--- config.mk ---
export PLATFORM = sky130hd
export DESIGN_NAME = trig_acq_sequencer
export DESIGN_NICKNAME = d
export VERILOG_FILES = /design/src/rtl/trig_acq_sequencer.sv
export SDC_FILE = /design/constraint.sdc
export NUM_CORES = 1
export LEC_CHECK = 0
export BUFFER_PORTS_ARGS = -buffer_cell sky130_fd_sc_hd__buf_2
export CORE_MARGIN = 1
export CORE_UTILIZATION = 45
export CTS_CLUSTER_SIZE = 12
export DETAILED_ROUTE_END_ITERATION = 6
export PLACE_DENSITY_LB_ADDON = 0.25
export SETUP_SLACK_MARGIN = 0.05
export SYNTH_ARGS = -nofsm -noshare
export SYNTH_HDL_FRONTEND = slang
export SYNTH_SLANG_ARGS = --single-unit
--- constraint.sdc ---
create_clock -name clk_i -period 6.2 [get_ports clk_i]
set_input_delay 0.62 -clock clk_i [delete_from_list [all_inputs] [get_ports clk_i]]
set_output_delay 0.62 -clock clk_i [all_outputs]
set_load 0.01 [all_outputs]
--- src/rtl/trig_acq_sequencer.sv ---
// Trigger/record sequencer on the ADC sample clock: pre-fill, trigger, post capture, holdoff, accumulation.
// Optional macro TRIG_TIMESTAMP_EN builds a 32-bit free-running timestamp latched on each accepted trigger.
module trig_acq_sequencer #(
  parameter int NUM_SRC = 4,
  parameter int CNT_W   = 14,
  parameter int HOLD_W  = 16,
  parameter int ACC_W   = 8,
  localparam int SEL_W  = $clog2(NUM_SRC)
) (
  input  logic               clk_i,
  input  logic               rst_i,
  input  logic               arm_i,
  input  logic               disarm_i,
  input  logic               force_trig_i,
  input  logic [NUM_SRC-1:0] trig_in_i,
  input  logic [SEL_W-1:0]   src_sel_i,
  input  logic [CNT_W-1:0]   pre_count_i,
  input  logic [CNT_W-1:0]   post_count_i,
  input  logic [HOLD_W-1:0]  holdoff_i,
  input  logic [ACC_W-1:0]   num_acc_i,
  input  logic               auto_rearm_i,
  input  logic               store_ready_i,
  output logic               write_en_o,
  output logic               first_sample_o,
  output logic               last_sample_o,
  output logic               record_done_o,
  output logic               acc_done_o,
  output logic [ACC_W-1:0]   record_index_o,
  output logic               overrun_o,
  output logic [31:0]        trig_time_o,
  output logic [3:0]         state_o
);

  typedef enum logic [3:0] {
    IDLE  = 4'd0,
    PRE   = 4'd1,
    ARMED = 4'd2,
    POST  = 4'd3,
    HOLD  = 4'd4,
    DONE  = 4'd5
  } state_t;

  state_t              state_q;
  logic [NUM_SRC-1:0]  prev_q;
  logic [SEL_W-1:0]    srcSel_q;
  logic [CNT_W-1:0]    pre_q;
  logic [CNT_W-1:0]    postEff_q;
  logic [HOLD_W-1:0]   holdoff_q;
  logic [ACC_W-1:0]    numAcc_q;
  logic                autoRearm_q;
  logic [CNT_W-1:0]    cnt_q;
  logic [HOLD_W-1:0]   hold_q;
  logic [ACC_W-1:0]    recIdx_q;
  logic                recordDone_q;
  logic                accDone_q;
  logic                overrun_q;

  logic                srcValid;
  logic                trigEdge;
  logic                storeOk;
  logic [CNT_W-1:0]    cntInc;
  logic [HOLD_W-1:0]   holdInc;
  logic [ACC_W-1:0]    recInc;
  logic                recEnd;
  state_t              restartState;
  state_t              afterRecState;

  // Strobes are combinational so the edge-cycle sample is written with zero latency.
  always_comb begin
    srcValid      = ({1'b0, srcSel_q} < (SEL_W + 1)'(NUM_SRC));
    trigEdge      = (srcValid & trig_in_i[srcSel_q] & ~prev_q[srcSel_q]) | force_trig_i;
    storeOk       = store_ready_i & ~disarm_i;
    cntInc        = cnt_q + CNT_W'(1);
    holdInc       = hold_q + HOLD_W'(1);
    recInc        = recIdx_q + ACC_W'(1);
    restartState  = (pre_q == '0) ? ARMED : PRE;
    write_en_o    = storeOk & ((state_q == PRE) | (state_q == ARMED) | (state_q == POST));
    first_sample_o = storeOk & (((state_q == ARMED) & trigEdge) |
                                ((state_q == POST) & (cnt_q == '0)));
    last_sample_o  = storeOk & (((state_q == ARMED) & trigEdge & (postEff_q == CNT_W'(1))) |
                                ((state_q == POST) & (cntInc == postEff_q)));
    recEnd        = last_sample_o;
    if (recInc == numAcc_q) begin
      afterRecState = DONE;
    end else if (holdoff_q == '0) begin
      afterRecState = restartState;
    end else begin
      afterRecState = HOLD;
    end
  end

  always_ff @(posedge clk_i or posedge rst_i) begin
    if (rst_i) begin
      state_q      <= IDLE;
      prev_q       <= '1;
      srcSel_q     <= '0;
      pre_q        <= '0;
      postEff_q    <= CNT_W'(1);
      holdoff_q    <= '0;
      numAcc_q     <= ACC_W'(1);
      autoRearm_q  <= 1'b0;
      cnt_q        <= '0;
      hold_q       <= '0;
      recIdx_q     <= '0;
      recordDone_q <= 1'b0;
      accDone_q    <= 1'b0;
      overrun_q    <= 1'b0;
    end else begin
      prev_q       <= trig_in_i;
      recordDone_q <= 1'b0;
      accDone_q    <= 1'b0;
      if (disarm_i) begin
        state_q <= IDLE;
      end else begin
        case (state_q)
          IDLE: begin
            if (arm_i) begin
              srcSel_q    <= src_sel_i;
              pre_q       <= pre_count_i;
              postEff_q   <= (post_count_i == '0) ? CNT_W'(1) : post_count_i;
              holdoff_q   <= holdoff_i;
              numAcc_q    <= (num_acc_i == '0) ? ACC_W'(1) : num_acc_i;
              autoRearm_q <= auto_rearm_i;
              recIdx_q    <= '0;
              overrun_q   <= 1'b0;
              cnt_q       <= '0;
              state_q     <= (pre_count_i == '0) ? ARMED : PRE;
            end
          end
          PRE: begin
            if (store_ready_i) begin
              if (cntInc == pre_q) begin
                cnt_q   <= '0;
                state_q <= ARMED;
              end else begin
                cnt_q <= cntInc;
              end
            end
          end
          ARMED: begin
            if (trigEdge) begin
              state_q <= POST;
              if (store_ready_i) begin
                cnt_q <= CNT_W'(1);
              end else begin
                cnt_q     <= '0;
                overrun_q <= 1'b1;
              end
            end
          end
          POST: begin
            if (store_ready_i) begin
              cnt_q <= cntInc;
            end else begin
              overrun_q <= 1'b1;
            end
          end
          HOLD: begin
            if (holdInc == holdoff_q) begin
              cnt_q   <= '0;
              state_q <= restartState;
            end else begin
              hold_q <= holdInc;
            end
          end
          DONE: begin
            if (autoRearm_q) begin
              recIdx_q <= '0;
              hold_q   <= '0;
              cnt_q    <= '0;
              state_q  <= (holdoff_q == '0) ? restartState : HOLD;
            end else begin
              state_q <= IDLE;
            end
          end
          default: state_q <= IDLE;
        endcase
        // The record's final write overrides the per-state counter update above.
        if (recEnd) begin
          recordDone_q <= 1'b1;
          recIdx_q     <= recInc;
          cnt_q        <= '0;
          hold_q       <= '0;
          accDone_q    <= (afterRecState == DONE);
          state_q      <= afterRecState;
        end
      end
    end
  end

  assign record_done_o  = recordDone_q;
  assign acc_done_o     = accDone_q;
  assign record_index_o = recIdx_q;
  assign overrun_o      = overrun_q;
  assign state_o        = state_q;

`ifdef TRIG_TIMESTAMP_EN
  logic [31:0] tsCnt_q;
  logic [31:0] trigTime_q;
  logic        trigAccept;

  assign trigAccept = ~disarm_i & (state_q == ARMED) & trigEdge;

  always_ff @(posedge clk_i or posedge rst_i) begin
    if (rst_i) begin
      tsCnt_q    <= '0;
      trigTime_q <= '0;
    end else begin
      tsCnt_q <= tsCnt_q + 32'd1;
      if (trigAccept) begin
        trigTime_q <= tsCnt_q;
      end
    end
  end

  assign trig_time_o = trigTime_q;
`else
  assign trig_time_o = '0;
`endif

endmodule
==> results.tsv <==
stage	metric	value	unit
pwr	pwr dens	358	nW/µm²
die	die footprint	15700	µm²
die	Rows	44	
die	Placeable Area	14700	µm²
cells_and_area	Synth-to-Final Area Change	9.16	%
route	drc violations	8	
route	wire per inst	18.7	µm
sta	Final WS setup	1.84	ns
synthesis	post-synthesis cell area	6860	µm²
cts	post-CTS setup buffer count	0	
synthesis	register area share after synthesis	37.7	%
synthesis	Ys Warns	0	
global_route	met1 Usage GRT	32.9	%
status	status	finished, violations left	
synthesis	Main synth FF type	dfrtp_1	
cells_and_area	fraction of layout cells with a size suffix above 1	25.1	%
sta	Setup TNS	0	ns
setup_path	Req. time, crit path	5.58	ns
setup_path	crit-path leading delay family	simple AND/OR/NAND/NOR gates	
die	Ports	115	
cts	Reg clk slew, reported paths	0.07	ns
synthesis	synth cell count leaders	97 x dfrtp_1, 56 x mux2_2, 46 x nor2_1	
cells_and_area	n_diodes	0	
place	Setup WS pre-CTS	2.32	ns
setup_path	Setup crit end kind	primary output	
global_route	total grt overflow	0	
cts	Num CTS Buffers	9	
setup_path	worst path bufs/invs	2	
cts	clk_lat worst skew	0.36	ns
synthesis	Mapped Avg Cell Area	9.77	µm²
global_route	first-pass GRT wire length	28.9	mm
synthesis	Area contributors post-synth	dfrtp_1 35%, mux2_2 9.2%, xnor2_1 5.4%	
die	initial cell density of the core	46.7	%
pwr	Static Leak	3.18	nW
synthesis	most frequent cell after synthesis	dfrtp_1	
synthesis	EDFF count, synth	0	
sta	worst rel slew slack	31.9	%
route	drt pass-1 iters	7	
global_route	Tot GR Track Use	23.3	%
cts	# resized after CTS	0	
sta	final setup vio count	0	
cells_and_area	post-layout net count	818	
synthesis	Mapped Cells	702	
pwr	Pwr Total	2.68	mW
pwr	Peak supply drop	216	µV
cts	CTS Sinks	103	
sta	Final Hold Viols	0	
global_route	busiest layer in global routing	met2	
setup_path	reg2reg path depth	11	
cts	Bufs on Longest Clock Path	2	
setup_path	slowest stage delay, CP	0.86	ns
cts	CTS tree	yes	
route	routed vias	5639	
sta	clk_skew	0.00829	ns
setup_path	Arrival @ worst endpoint	3.74	ns
place	IO buf count	81	
setup_path	worst-path cell chain	inv_1 -> ha_1 -> xor2_1 -> a311oi_1 -> nand4_1 -> nor4_1 -> a41o_1 -> and3_1 -> buf_2	
synthesis	Synth cell types	85	
global_route	global-route met3 utilization	4.88	%
synthesis	flops & latches, synth	103	
die	die width	125	µm
synthesis	cell taking the most area after synthesis	dfrtp_1	
place	DP HPWL	13.0	mm
setup_path	Worst setup SP type	flip-flop	
cells_and_area	fill count	1383	
die	Die H	125	µm
job	Max Cap Viol	0	
sta	Tcrit/Tclk final	70.3	%
synthesis	top cell type's share of synthesized area	35.4	%
global_route	initial antenna violation count	0	
cts	root buf cell	clkbuf_16	
setup_path	worst-path maximum fanout	26	
sta	Least-Margin Pin Slew	1.02	ns
place	RD Place Congestion	0.951	
sta	RSZ-0062 raised after global routing	no	
setup_path	Worst R2R End	state_o[1]$_DFFE_PP0P_	
sta	min Tclk post-route	4.36	ns
route	Vias/cell	6.01	
route	DRT Wirelength	17.5	mm
setup_path	Crit-path slowest cell	and3_1	
route	DRT iter0 DRCs	529	
route	Final ANT Viol Nets	0	
sta	FMAX	0.230	GHz
setup_path	Crit Path Category	flip-flop to primary output	
worst_hold_path	worst hold path type	primary input to asynchronous set/reset pin	
setup_path	RR Startpoint	cnt_q[0]$_DFFE_PP0P_	
cts	htree depth	3	
status	failing checks	DRC	
setup_path	R2R Setup Slk	2.23	ns
global_route	largest net degree at the start of global routing	60	
global_route	routing usage on met2	35.7	%
global_route	number of global-route vias before repair	5354	
cts	CTS Hold Bufs	0	
synthesis	Post-synth ARST share	100	%
sta	max-slew violation count	0	
registers in the layout, summed over array words and instances (netlist names), 3 cells and up:
name	flops
hold_q	16
holdoff_q	16
cnt_q	14
postEff_q	14
pre_q	14
numAcc_q	8
record_index_o	8
prev_q	4
state_o	3
metrics by stage:
| stage | instance area, µm² | instances | util (%) | hold slack [ns] |
|---|---|---|---|---|
| 3_3_place_gp | 7180 | 922 | 48.9 | 0.484 |
| 2_1_floorplan | 6980 | 734 | - | 0.464 |
| 3_5_place_dp | 7180 | 922 | 48.9 | 0.489 |
| 6_report | 7490 | 938 | 50.9 | 0.310 |
| 4_1_cts | 7490 | 938 | 50.9 | 0.333 |
| 5_1_grt | 7490 | 938 | 50.9 | 0.356 |
cell families (layout without fill, tap and decap cells):
| kind of cell | count (synthesis) | count (layout) | share of synthesized area [%] |
|---|---|---|---|
| adder cells (fa/ha/maj) | 4 | 4 | 0.730 |
| XOR/XNOR | 65 | 65 | 8.50 |
| AND/OR/NAND/NOR | 235 | 235 | 20.1 |
| flip-flops | 103 | 103 | 37.7 |
| AO/OA/AOI/OAI | 134 | 134 | 14.5 |
| multiplexers | 66 | 66 | 10.8 |
| buffers and inverters | 94 | 114 | 7.55 |
| other | 1 | 33 | 0.0547 |
cell type report:
type                    instances  area [µm²]  area share (%)
multi-input cells             537        3880            51.8
well taps                     184         230            3.07
inverters                      13        51.3           0.685
flip-flops and latches        103        2580            34.5
clock buffers                  10         229            3.06
clock inverters                 6        75.1            1.00
repair buffers                 85         435            5.81
per-layer routing:
metal  share of wire, %  vias up
met3                7.0       26
met2                 46      224
met1                 46     2776
met5                  0        -
li1                   -     2613
met4                1.7        0
power by group:
part | internal, mW | leakage [nW] | total (mW) | switching [mW]
Combinational | 0.481 | 1.74 | 0.899 | 0.418
Clock | 0.320 | 0.146 | 0.591 | 0.271
Sequential | 0.882 | 1.29 | 1.19 | 0.309
Total | 1.68 | 3.18 | 2.68 | 0.999
worst max path at each step:
stage                         start              endpoint  slack, ns  cells after the start
2_1_floorplan                 rst_i  acc_done_o$_DFF_PP0_       2.89                      1
3_3_place_gp   cnt_q[0]$_DFFE_PP0P_         last_sample_o       2.37                      9
3_5_place_dp   cnt_q[0]$_DFFE_PP0P_         last_sample_o       2.32                      9
4_1_cts        cnt_q[0]$_DFFE_PP0P_         last_sample_o       1.91                      9
5_1_grt        cnt_q[0]$_DFFE_PP0P_         last_sample_o       1.64                      8
6_report       cnt_q[0]$_DFFE_PP0P_         last_sample_o       1.84                      9
layout by cell type (no fill, tap or decap), drive strengths merged, types with 4 or more instances in the layout:
master | synthesis | layout
nand3b | 10 | 10
a21oi | 20 | 20
nor2b | 16 | 16
a22o | 15 | 15
dfstp | 6 | 6
and4 | 4 | 4
nor3 | 17 | 17
inv | 13 | 16
mux2 | 56 | 56
or4 | 5 | 5
o21ai | 24 | 24
conb | 1 | 33
buf | 56 | 85
nand2 | 30 | 30
nor2 | 46 | 46
and3 | 12 | 12
ha | 4 | 4
nand2b | 5 | 5
a211o | 5 | 5
o31ai | 15 | 15
and2 | 4 | 4
nand4 | 21 | 21
clkbuf | 25 | 10
xnor2 | 42 | 42
mux2i | 9 | 9
nor4 | 24 | 24
nand3 | 26 | 26
dfrtp | 97 | 97
a21o | 4 | 4
a31oi | 6 | 6
xor2 | 22 | 22
(Power assumes the default switching activity.)
